## config.mk

```make
export PLATFORM = sky130hd
export DESIGN_NAME = z80_bus_responder_flat
export DESIGN_NICKNAME = d
export VERILOG_FILES = /design/src/rtl/z80_bus_responder_pkg.sv /design/src/rtl/z80_bus_responder_if.sv /design/src/rtl/z80_bus_responder_cycle_decode.sv /design/src/rtl/z80_bus_responder.sv /design/src/flat_wrapper.sv
export SDC_FILE = /design/constraint.sdc
export NUM_CORES = 1
export LEC_CHECK = 0
export BUFFER_PORTS_ARGS = -buffer_cell sky130_fd_sc_hd__buf_2
export CORE_MARGIN = 4
export CORE_UTILIZATION = 54
export CTS_CLUSTER_DIAMETER = 40
export DETAILED_ROUTE_END_ITERATION = 8
export GPL_TIMING_DRIVEN = 0
export PLACE_DENSITY = 0.85
export SLEW_MARGIN = 20
export SYNTH_ARGS = -nofsm -noshare
export SYNTH_HDL_FRONTEND = slang
export SYNTH_SLANG_ARGS = --single-unit
export TNS_END_PERCENT = 20
```

## constraint.sdc

```tcl
create_clock -name CPUCLK -period 3.99 [get_ports CPUCLK]
set_input_delay 0.798 -clock CPUCLK [delete_from_list [all_inputs] [get_ports CPUCLK]]
set_output_delay 0.798 -clock CPUCLK [all_outputs]
set_load 0.005 [all_outputs]
```

## src/rtl/z80_bus_responder_pkg.sv

```systemverilog
// Shared types for the Z80 bus responder: bus cycle kinds, responder FSM
// states and the wait counter width.
package z80_bus_pkg;

   localparam int WAIT_CNT_W = 4;

   typedef enum logic [2:0] {
      K_MRD  = 3'd0,
      K_MWR  = 3'd1,
      K_IORD = 3'd2,
      K_IOWR = 3'd3,
      K_INTA = 3'd4
   } bus_kind_t;

   typedef enum logic [1:0] {
      S_IDLE,
      S_ACCESS,
      S_HOLD,
      S_DONE
   } resp_state_t;

   // Cycles that return data to the CPU.
   function automatic logic kind_is_read(input bus_kind_t k);
      return (k == K_MRD) || (k == K_IORD) || (k == K_INTA);
   endfunction

   // Cycles that receive the extra IO wait states.
   function automatic logic kind_is_io(input bus_kind_t k);
      return (k == K_IORD) || (k == K_IOWR) || (k == K_INTA);
   endfunction

endpackage

```

## src/rtl/z80_bus_responder_if.sv

```systemverilog
// CPU pin bundle plus backend handshake for the Z80 bus responder.
// slave: the responder; master: CPU/system/backend side driving it.
interface z80_bus_responder_if;

   logic [15:0] A;
   logic [7:0]  D_in;
   logic [7:0]  D_out;
   logic        D_oe;
   logic        nM1;
   logic        nMREQ;
   logic        nIORQ;
   logic        nRD;
   logic        nWR;
   logic        nRFSH;
   logic        nWAIT;
   logic        nINT;
   logic        irq_req;
   logic [7:0]  irq_vector;
   logic        be_req;
   logic [2:0]  be_kind;
   logic [15:0] be_addr;
   logic [7:0]  be_wdata;
   logic [7:0]  be_rdata;
   logic        be_ack;

   modport slave (
      input  A, D_in, nM1, nMREQ, nIORQ, nRD, nWR, nRFSH,
      input  irq_req, irq_vector, be_rdata, be_ack,
      output D_out, D_oe, nWAIT, nINT, be_req, be_kind, be_addr, be_wdata
   );

   modport master (
      output A, D_in, nM1, nMREQ, nIORQ, nRD, nWR, nRFSH,
      output irq_req, irq_vector, be_rdata, be_ack,
      input  D_out, D_oe, nWAIT, nINT, be_req, be_kind, be_addr, be_wdata
   );

endinterface

```

## src/rtl/z80_bus_responder_cycle_decode.sv

```systemverilog
// Combinational decode of Z80 control pins into a bus cycle kind.
// Refresh (nMREQ with nRFSH low) yields no cycle; nMREQ and nIORQ both low
// is flagged illegal and also yields no cycle.
module z80_cycle_decode
   import z80_bus_pkg::*;
(
   input  logic      nM1,
   input  logic      nMREQ,
   input  logic      nIORQ,
   input  logic      nRD,
   input  logic      nWR,
   input  logic      nRFSH,
   output logic      valid,
   output bus_kind_t kind,
   output logic      illegal
);

   // Priority decode: memory first, then IO/INTA, INTA qualified by nM1.
   always_comb begin
      valid   = 1'b0;
      kind    = K_MRD;
      illegal = !nMREQ && !nIORQ;
      if (!illegal) begin
         if (!nMREQ && nRFSH) begin
            if (!nRD) begin
               valid = 1'b1;
               kind  = K_MRD;
            end else if (!nWR) begin
               valid = 1'b1;
               kind  = K_MWR;
            end
         end else if (!nIORQ) begin
            if (!nM1) begin
               valid = 1'b1;
               kind  = K_INTA;
            end else if (!nRD) begin
               valid = 1'b1;
               kind  = K_IORD;
            end else if (!nWR) begin
               valid = 1'b1;
               kind  = K_IOWR;
            end
         end
      end
   end

endmodule

```

## src/rtl/z80_bus_responder.sv

```systemverilog
// Z80 bus slave: decodes CPU cycles, forwards them to a backend over
// req/ack, stretches the cycle with nWAIT, drives read data back and
// generates nINT with vector return during interrupt acknowledge.
module z80_bus_responder
   import z80_bus_pkg::*;
#(
   parameter int unsigned MIN_WAIT       = 0,
   parameter int unsigned IO_EXTRA_WAIT  = 0,
   parameter logic [7:0]  VECTOR_DEFAULT = 8'hFF
) (
   input  logic CPUCLK,
   input  logic nRESET,
   z80_bus_responder_if.slave bus
);

   localparam logic [WAIT_CNT_W-1:0] MEM_WAIT = WAIT_CNT_W'(MIN_WAIT);
   localparam logic [WAIT_CNT_W-1:0] IO_WAIT  = WAIT_CNT_W'(MIN_WAIT + IO_EXTRA_WAIT);

   logic      dec_valid;
   bus_kind_t dec_kind;
   logic      dec_illegal;

   resp_state_t             state_q,    state_d;
   bus_kind_t               kind_q,     kind_d;
   logic [15:0]             addr_q,     addr_d;
   logic [7:0]              wdata_q,    wdata_d;
   logic [7:0]              rdata_q,    rdata_d;
   logic [WAIT_CNT_W-1:0]   cnt_q,      cnt_d;
   logic                    req_q,      req_d;
   logic                    ack_seen_q, ack_seen_d;
   logic                    nwait_q,    nwait_d;
   logic                    nint_q,     nint_d;
   logic                    oe_q,       oe_d;
   logic [7:0]              dout_q,     dout_d;

   logic [WAIT_CNT_W-1:0]   cnt_dec;
   logic                    ack_any;
   logic                    strobe_low;

   z80_cycle_decode u_decode (
      .nM1     (bus.nM1),
      .nMREQ   (bus.nMREQ),
      .nIORQ   (bus.nIORQ),
      .nRD     (bus.nRD),
      .nWR     (bus.nWR),
      .nRFSH   (bus.nRFSH),
      .valid   (dec_valid),
      .kind    (dec_kind),
      .illegal (dec_illegal)
   );

   // Next-state and registered-output logic for the responder FSM.
   always_comb begin
      state_d    = state_q;
      kind_d     = kind_q;
      addr_d     = addr_q;
      wdata_d    = wdata_q;
      rdata_d    = rdata_q;
      cnt_d      = cnt_q;
      req_d      = req_q;
      ack_seen_d = ack_seen_q;
      nwait_d    = nwait_q;
      nint_d     = ~bus.irq_req;
      oe_d       = oe_q;
      dout_d     = dout_q;

      cnt_dec    = (cnt_q == '0) ? '0 : cnt_q - WAIT_CNT_W'(1);
      ack_any    = ack_seen_q || bus.be_ack;
      strobe_low = (kind_q == K_INTA) ? !bus.nIORQ : !bus.nRD;

      unique case (state_q)
         S_IDLE: begin
            if (dec_valid) begin
               state_d    = S_ACCESS;
               kind_d     = dec_kind;
               addr_d     = bus.A;
               wdata_d    = bus.D_in;
               req_d      = 1'b1;
               ack_seen_d = 1'b0;
               nwait_d    = 1'b0;
               cnt_d      = kind_is_io(dec_kind) ? IO_WAIT : MEM_WAIT;
               if (dec_kind == K_INTA) begin
                  // Vector preloaded here; backend data replaces it on ack.
                  rdata_d = bus.irq_vector;
                  nint_d  = 1'b1;
               end
            end
         end
         S_ACCESS: begin
            cnt_d = cnt_dec;
            if (kind_q == K_INTA) nint_d = 1'b1;
            if (bus.be_ack) begin
               ack_seen_d = 1'b1;
               req_d      = 1'b0;
               if (kind_is_read(kind_q)) rdata_d = bus.be_rdata;
            end
            // Ack and counter expiry on the same edge release nWAIT at once.
            if (ack_any && (cnt_dec == '0)) begin
               state_d = S_HOLD;
               nwait_d = 1'b1;
               oe_d    = kind_is_read(kind_q) && strobe_low;
               if (kind_is_read(kind_q))
                  dout_d = bus.be_ack ? bus.be_rdata : rdata_q;
            end
         end
         S_HOLD: begin
            if (kind_q == K_INTA) nint_d = 1'b1;
            oe_d = kind_is_read(kind_q) && strobe_low;
            if (bus.nMREQ && bus.nIORQ) begin
               state_d = S_DONE;
               oe_d    = 1'b0;
            end
         end
         S_DONE: begin
            state_d = S_IDLE;
         end
         default: begin
            state_d = S_IDLE;
         end
      endcase
   end

   // State and output registers; reset drops any pending request at once.
   always_ff @(posedge CPUCLK or negedge nRESET) begin
      if (!nRESET) begin
         state_q    <= S_IDLE;
         kind_q     <= K_MRD;
         addr_q     <= '0;
         wdata_q    <= '0;
         rdata_q    <= VECTOR_DEFAULT;
         cnt_q      <= '0;
         req_q      <= 1'b0;
         ack_seen_q <= 1'b0;
         nwait_q    <= 1'b1;
         nint_q     <= 1'b1;
         oe_q       <= 1'b0;
         dout_q     <= '0;
      end else begin
         state_q    <= state_d;
         kind_q     <= kind_d;
         addr_q     <= addr_d;
         wdata_q    <= wdata_d;
         rdata_q    <= rdata_d;
         cnt_q      <= cnt_d;
         req_q      <= req_d;
         ack_seen_q <= ack_seen_d;
         nwait_q    <= nwait_d;
         nint_q     <= nint_d;
         oe_q       <= oe_d;
         dout_q     <= dout_d;
      end
   end

   // Flag simultaneous memory and IO requests seen while idle.
   always_ff @(posedge CPUCLK) begin
      if (nRESET && (state_q == S_IDLE))
         assert (!dec_illegal)
         else $warning("z80_bus_responder: nMREQ and nIORQ low together, cycle ignored");
   end

   assign bus.be_req   = req_q;
   assign bus.be_kind  = kind_q;
   assign bus.be_addr  = addr_q;
   assign bus.be_wdata = wdata_q;
   assign bus.nWAIT    = nwait_q;
   assign bus.nINT     = nint_q;
   assign bus.D_oe     = oe_q;
   assign bus.D_out    = dout_q;

endmodule

```

## src/flat_wrapper.sv

```systemverilog
// flat-port wrapper written by rule: the top's interface ports become plain ports
module z80_bus_responder_flat import z80_bus_pkg::*;
#(
   parameter int unsigned MIN_WAIT       = 0,
   parameter int unsigned IO_EXTRA_WAIT  = 0,
   parameter logic [7:0]  VECTOR_DEFAULT = 8'hFF
)
  (CPUCLK, nRESET, bus_A, bus_D_in, bus_nM1, bus_nMREQ, bus_nIORQ, bus_nRD, bus_nWR, bus_nRFSH, bus_irq_req, bus_irq_vector, bus_be_rdata, bus_be_ack, bus_D_out, bus_D_oe, bus_nWAIT, bus_nINT, bus_be_req, bus_be_kind, bus_be_addr, bus_be_wdata);
  z80_bus_responder_if bus_i ();
  input  logic CPUCLK;
  input  logic nRESET;
  input wire logic [$bits(bus_i.A)-1:0] bus_A;
  input wire logic [$bits(bus_i.D_in)-1:0] bus_D_in;
  input wire logic [$bits(bus_i.nM1)-1:0] bus_nM1;
  input wire logic [$bits(bus_i.nMREQ)-1:0] bus_nMREQ;
  input wire logic [$bits(bus_i.nIORQ)-1:0] bus_nIORQ;
  input wire logic [$bits(bus_i.nRD)-1:0] bus_nRD;
  input wire logic [$bits(bus_i.nWR)-1:0] bus_nWR;
  input wire logic [$bits(bus_i.nRFSH)-1:0] bus_nRFSH;
  input wire logic [$bits(bus_i.irq_req)-1:0] bus_irq_req;
  input wire logic [$bits(bus_i.irq_vector)-1:0] bus_irq_vector;
  input wire logic [$bits(bus_i.be_rdata)-1:0] bus_be_rdata;
  input wire logic [$bits(bus_i.be_ack)-1:0] bus_be_ack;
  output wire logic [$bits(bus_i.D_out)-1:0] bus_D_out;
  output wire logic [$bits(bus_i.D_oe)-1:0] bus_D_oe;
  output wire logic [$bits(bus_i.nWAIT)-1:0] bus_nWAIT;
  output wire logic [$bits(bus_i.nINT)-1:0] bus_nINT;
  output wire logic [$bits(bus_i.be_req)-1:0] bus_be_req;
  output wire logic [$bits(bus_i.be_kind)-1:0] bus_be_kind;
  output wire logic [$bits(bus_i.be_addr)-1:0] bus_be_addr;
  output wire logic [$bits(bus_i.be_wdata)-1:0] bus_be_wdata;
  assign bus_i.A = bus_A;
  assign bus_i.D_in = bus_D_in;
  assign bus_i.nM1 = bus_nM1;
  assign bus_i.nMREQ = bus_nMREQ;
  assign bus_i.nIORQ = bus_nIORQ;
  assign bus_i.nRD = bus_nRD;
  assign bus_i.nWR = bus_nWR;
  assign bus_i.nRFSH = bus_nRFSH;
  assign bus_i.irq_req = bus_irq_req;
  assign bus_i.irq_vector = bus_irq_vector;
  assign bus_i.be_rdata = bus_be_rdata;
  assign bus_i.be_ack = bus_be_ack;
  assign bus_D_out = bus_i.D_out;
  assign bus_D_oe = bus_i.D_oe;
  assign bus_nWAIT = bus_i.nWAIT;
  assign bus_nINT = bus_i.nINT;
  assign bus_be_req = bus_i.be_req;
  assign bus_be_kind = bus_i.be_kind;
  assign bus_be_addr = bus_i.be_addr;
  assign bus_be_wdata = bus_i.be_wdata;
  z80_bus_responder #(.MIN_WAIT(MIN_WAIT), .IO_EXTRA_WAIT(IO_EXTRA_WAIT), .VECTOR_DEFAULT(VECTOR_DEFAULT)) u_core (.CPUCLK(CPUCLK), .nRESET(nRESET), .bus(bus_i));
endmodule
```

==> metrics.md <==
| Metric | Value |
|---|---|
| Status | complete, no violations |
| Pre-CTS setup slack | approximately 1.5 ns |
| Yosys cell types | 44 |
| Cell Area, Synth | between 2000 and 3000 µm² |
| RR Endpoint | u_core.bus.D_out[4] |
| Reg-to-reg slack, setup | ~1.7 ns |
| Fillers | between 300 and 400 |
| Largest net degree at the start of global routing | 55 |
| Crit path max fanout | 10 |
| Initial antenna violation count | 0 |
| Setup_tns | 0 ns |
| DR iter-0 viols | 88 |
| GRT Total Usage | 0.202 |
| DR pass1 iterations | 4 |
| WP buf/inv | 3 |
| Routability Congestion | about 0.77 |
| Clock slew at the register clock pins of the worst setup and hold paths | roughly 0.1 ns |
| Port Buf Inserts | 87 |
| Syn Area/Cell | about 14 µm² |
| Switching share of power | 0.326 |
| VDD IR max | around 480 µV |
| Min cycle time layout | between 2 and 2.5 ns |
| # setup viols final | 0 |
| First-pass GRT wire length | 9.72 mm |
| Clock share of power | 0.143 |
| Critical-path top delay cell | clkbuf_1 |
| Clk buf depth | 2 |
| Area of the core | approximately 4800 µm² |
| Setup crit end kind | flip-flop |
| Xor and xnor area share after synthesis | 0 |
| Startpoint types | flip-flop |
| Area growth syn-to-layout | 23.5% |
| Final WS setup | roughly 1.7 ns |
| Slew margin rel. | 0.565 |
| Data arrival time of the worst path | approximately 2.5 ns |
| Pwr Density | ~720 nW/µm² |
| H-tree depth | 2 |
| Largest family of logic cells by synthesized area | multiplexers |
| CP max stage delay | 0.51 ns |
| Clock sink total | 54 |
| Hpwl dp | around 4.5 mm |
| Synth Area in Compound Gates | 0.0869 |
| Post-synth EDFFs | 0 |
| CTS resizes | 0 |
| Seq/Total Area, Yosys | 0.512 |
| R2R depth | 6 |
| Remaining global-route overflow | 0 |
| Sw power | roughly 0.77 mW |
| CP top delay family | buffers and inverters |
| Crit. Startpoint | u_core.state_q[1] |
| WL per Instance | 16.5 µm |
| CTS tree | built |
| Critical path type | reg2reg |
| Leak Pwr | roughly 1.6 nW |
| Drt via density | 5.29 |
| R2R Path Start | u_core.state_q[1] |
| Fmax achieved | approximately 440 MHz |
| Tightest Hold Check Type | in2async |
| Total Power | ~2.4 mW |
| Unrepaired setup endpoints after global routing | no |
| Mux share of post-synthesis cell area | 0.283 |
| Die area | approximately 6100 µm² |
| Post-Route WL | a little under 6 mm |
| Clk_lat worst skew | ~0.31 ns |
| Share of cells above drive strength 1 | 0.605 |
| Async SR Flop Fraction | 1.00 |
| Comb power frac | 0.440 |
| I/O pin total | 89 |
| Most Frequent Cell on Critical Path | clkbuf_1 |
| Post-synthesis simple-gate area fraction | 0.0761 |
| Top_reg_cell synth | dfrtp_1 |
| Worst Max-Slew Pin Slew | between 0.6 and 0.7 ns |
| Required time of the critical path | 4.18 ns |
| CP Cell Sequence | inv_1 -> ha_1 -> clkbuf_1 -> clkbuf_1 -> nand3_2 -> mux2_2 |
| Core Rows | 25 |
| Net count after synthesis | 250 |
| Period utilization | 0.574 |
| Hold Violations, Final | 0 |
| Slew Viols, Final | 0 |
| Post-CTS Setup Bufs | 0 |
| Cts hold-fix bufs | 0 |
| Post-Synthesis Cells | around 200 |
| Initial Util | 0.560 |
| Warnings, synthesis | 0 |
| Adder-cell share of the synthesized area | 0.0188 |
| DR vias | about 1,900 |
| Synth Register Bits | 54 |
| Die Y | 78.2 µm |
| Nets@finish | about 340 |
| Utilization after layout | 0.692 |
| Vias in the first global route | about 2,000 |
| Skew final | a little over 0.01 ns |
| Internal power | ~1.6 mW |
| Antenna Cells | 0 |
| CTS root buf | clkbuf_8 |
| Die X-Extent | 78.2 µm |
| Sequential share of power | 0.416 |
| CTS Buf Count | 5 |
| Max-cap violation count | 0 |
| Number of remaining DRC errors | 0 |
| Routed Antenna Nets | 0 |
-- layer usage --
metal,GRT usage,wire (µm),vias to the layer above
met5,0,0,-
met4,0.0874,154,0
met3,0.0459,241,15
met2,0.353,3160,51
met1,0.239,2370,933
li1,-,-,896
-- kinds of logic after synthesis --
group / count (synthesis)
flops: 54
simple gates: 35
compound gates: 30
buf+inv: 12
fa+ha+maj: 4
mux: 61
-- power by group through the flow --
stage                     Combinational (mW)  Sequential [mW]  Clock, mW
final                                   1.04            0.986      0.339
after global placement                  1.00            0.967          0
after CTS                               1.06            0.983      0.343
after detailed placement                1.05            0.993          0
after global routing                    1.14             1.01      0.369
after floorplan                        0.658            0.990          0
-- cells in the final DEF, fill, tap and decap left out, drive strengths merged, types with 2 or more instances in the layout --
cell type	netlist	final
dfstp	10	10
and3	2	2
dfrtp	44	44
nor2b	2	2
nand3	3	3
nor2	7	7
nor3	2	2
o2bb2ai	2	2
a21oi	8	8
nor3b	2	2
nand2b	3	3
o21a	2	2
nand2	9	9
a22o	3	3
buf	3	90
o21ai	4	4
clkbuf	5	12
mux2	60	60
inv	4	4
a221o	2	2
ha	4	4
-- Yosys cell counts, types with 3 or more instances --
cell type  instances  area [µm²]
nand2_1            8        30.0
dfstp_2           10         263
nor2_1             7        26.3
a22o_1             3        26.3
nand2b_1           3        18.8
mux2_4            18         270
mux2_2            42         473
dfrtp_1           44        1100
inv_1              4        15.0
ha_1               4        50.1
a21oi_1            7        35.0
clkbuf_1           5        18.8
-- final cells by class --
type,count,area [µm²],share of cell area
clock inverters,1,8.76,0.00266
well taps,67,83.8,0.0255
repair buffers,87,438,0.133
multi-input cells,130,1240,0.376
plain buffers,8,46.3,0.0141
flip-flops and latches,54,1360,0.415
inverters,4,15.0,0.00456
clock buffers,7,96.3,0.0293
-- stage by stage --
stage	instance area [µm²]	hold WS (ns)	instances
global route	3290	0.527	358
finish	3290	0.510	358
global placement	3180	0.483	350
detailed placement	3180	0.488	350
floorplan	2660	0.501	196
CTS	3290	0.511	358
-- registers in the layout, indices dropped and copies added, names as in the netlist, 2 cells and up --
| signal | flops |
|---|---|
| u_core.bus.be_wdata | 8 |
| u_core.state_q | 2 |
| u_core.bus.be_addr | 16 |
| u_core.bus.D_out | 8 |
| u_core.bus.be_kind | 3 |
| u_core.rdata_q | 8 |
| u_core.cnt_q | 4 |
-- how the worst max path moves through the flow --
stage / to / cells past startpoint
CTS: u_core.bus.D_out[4] / 6
floorplan: u_core.bus.be_addr[15] / 6
global placement: u_core.rdata_q[3] / 5
global route: u_core.bus.D_out[4] / 6
finish: u_core.bus.D_out[4] / 6
detailed placement: u_core.rdata_q[7] / 5
(Power assumes the default switching activity.)
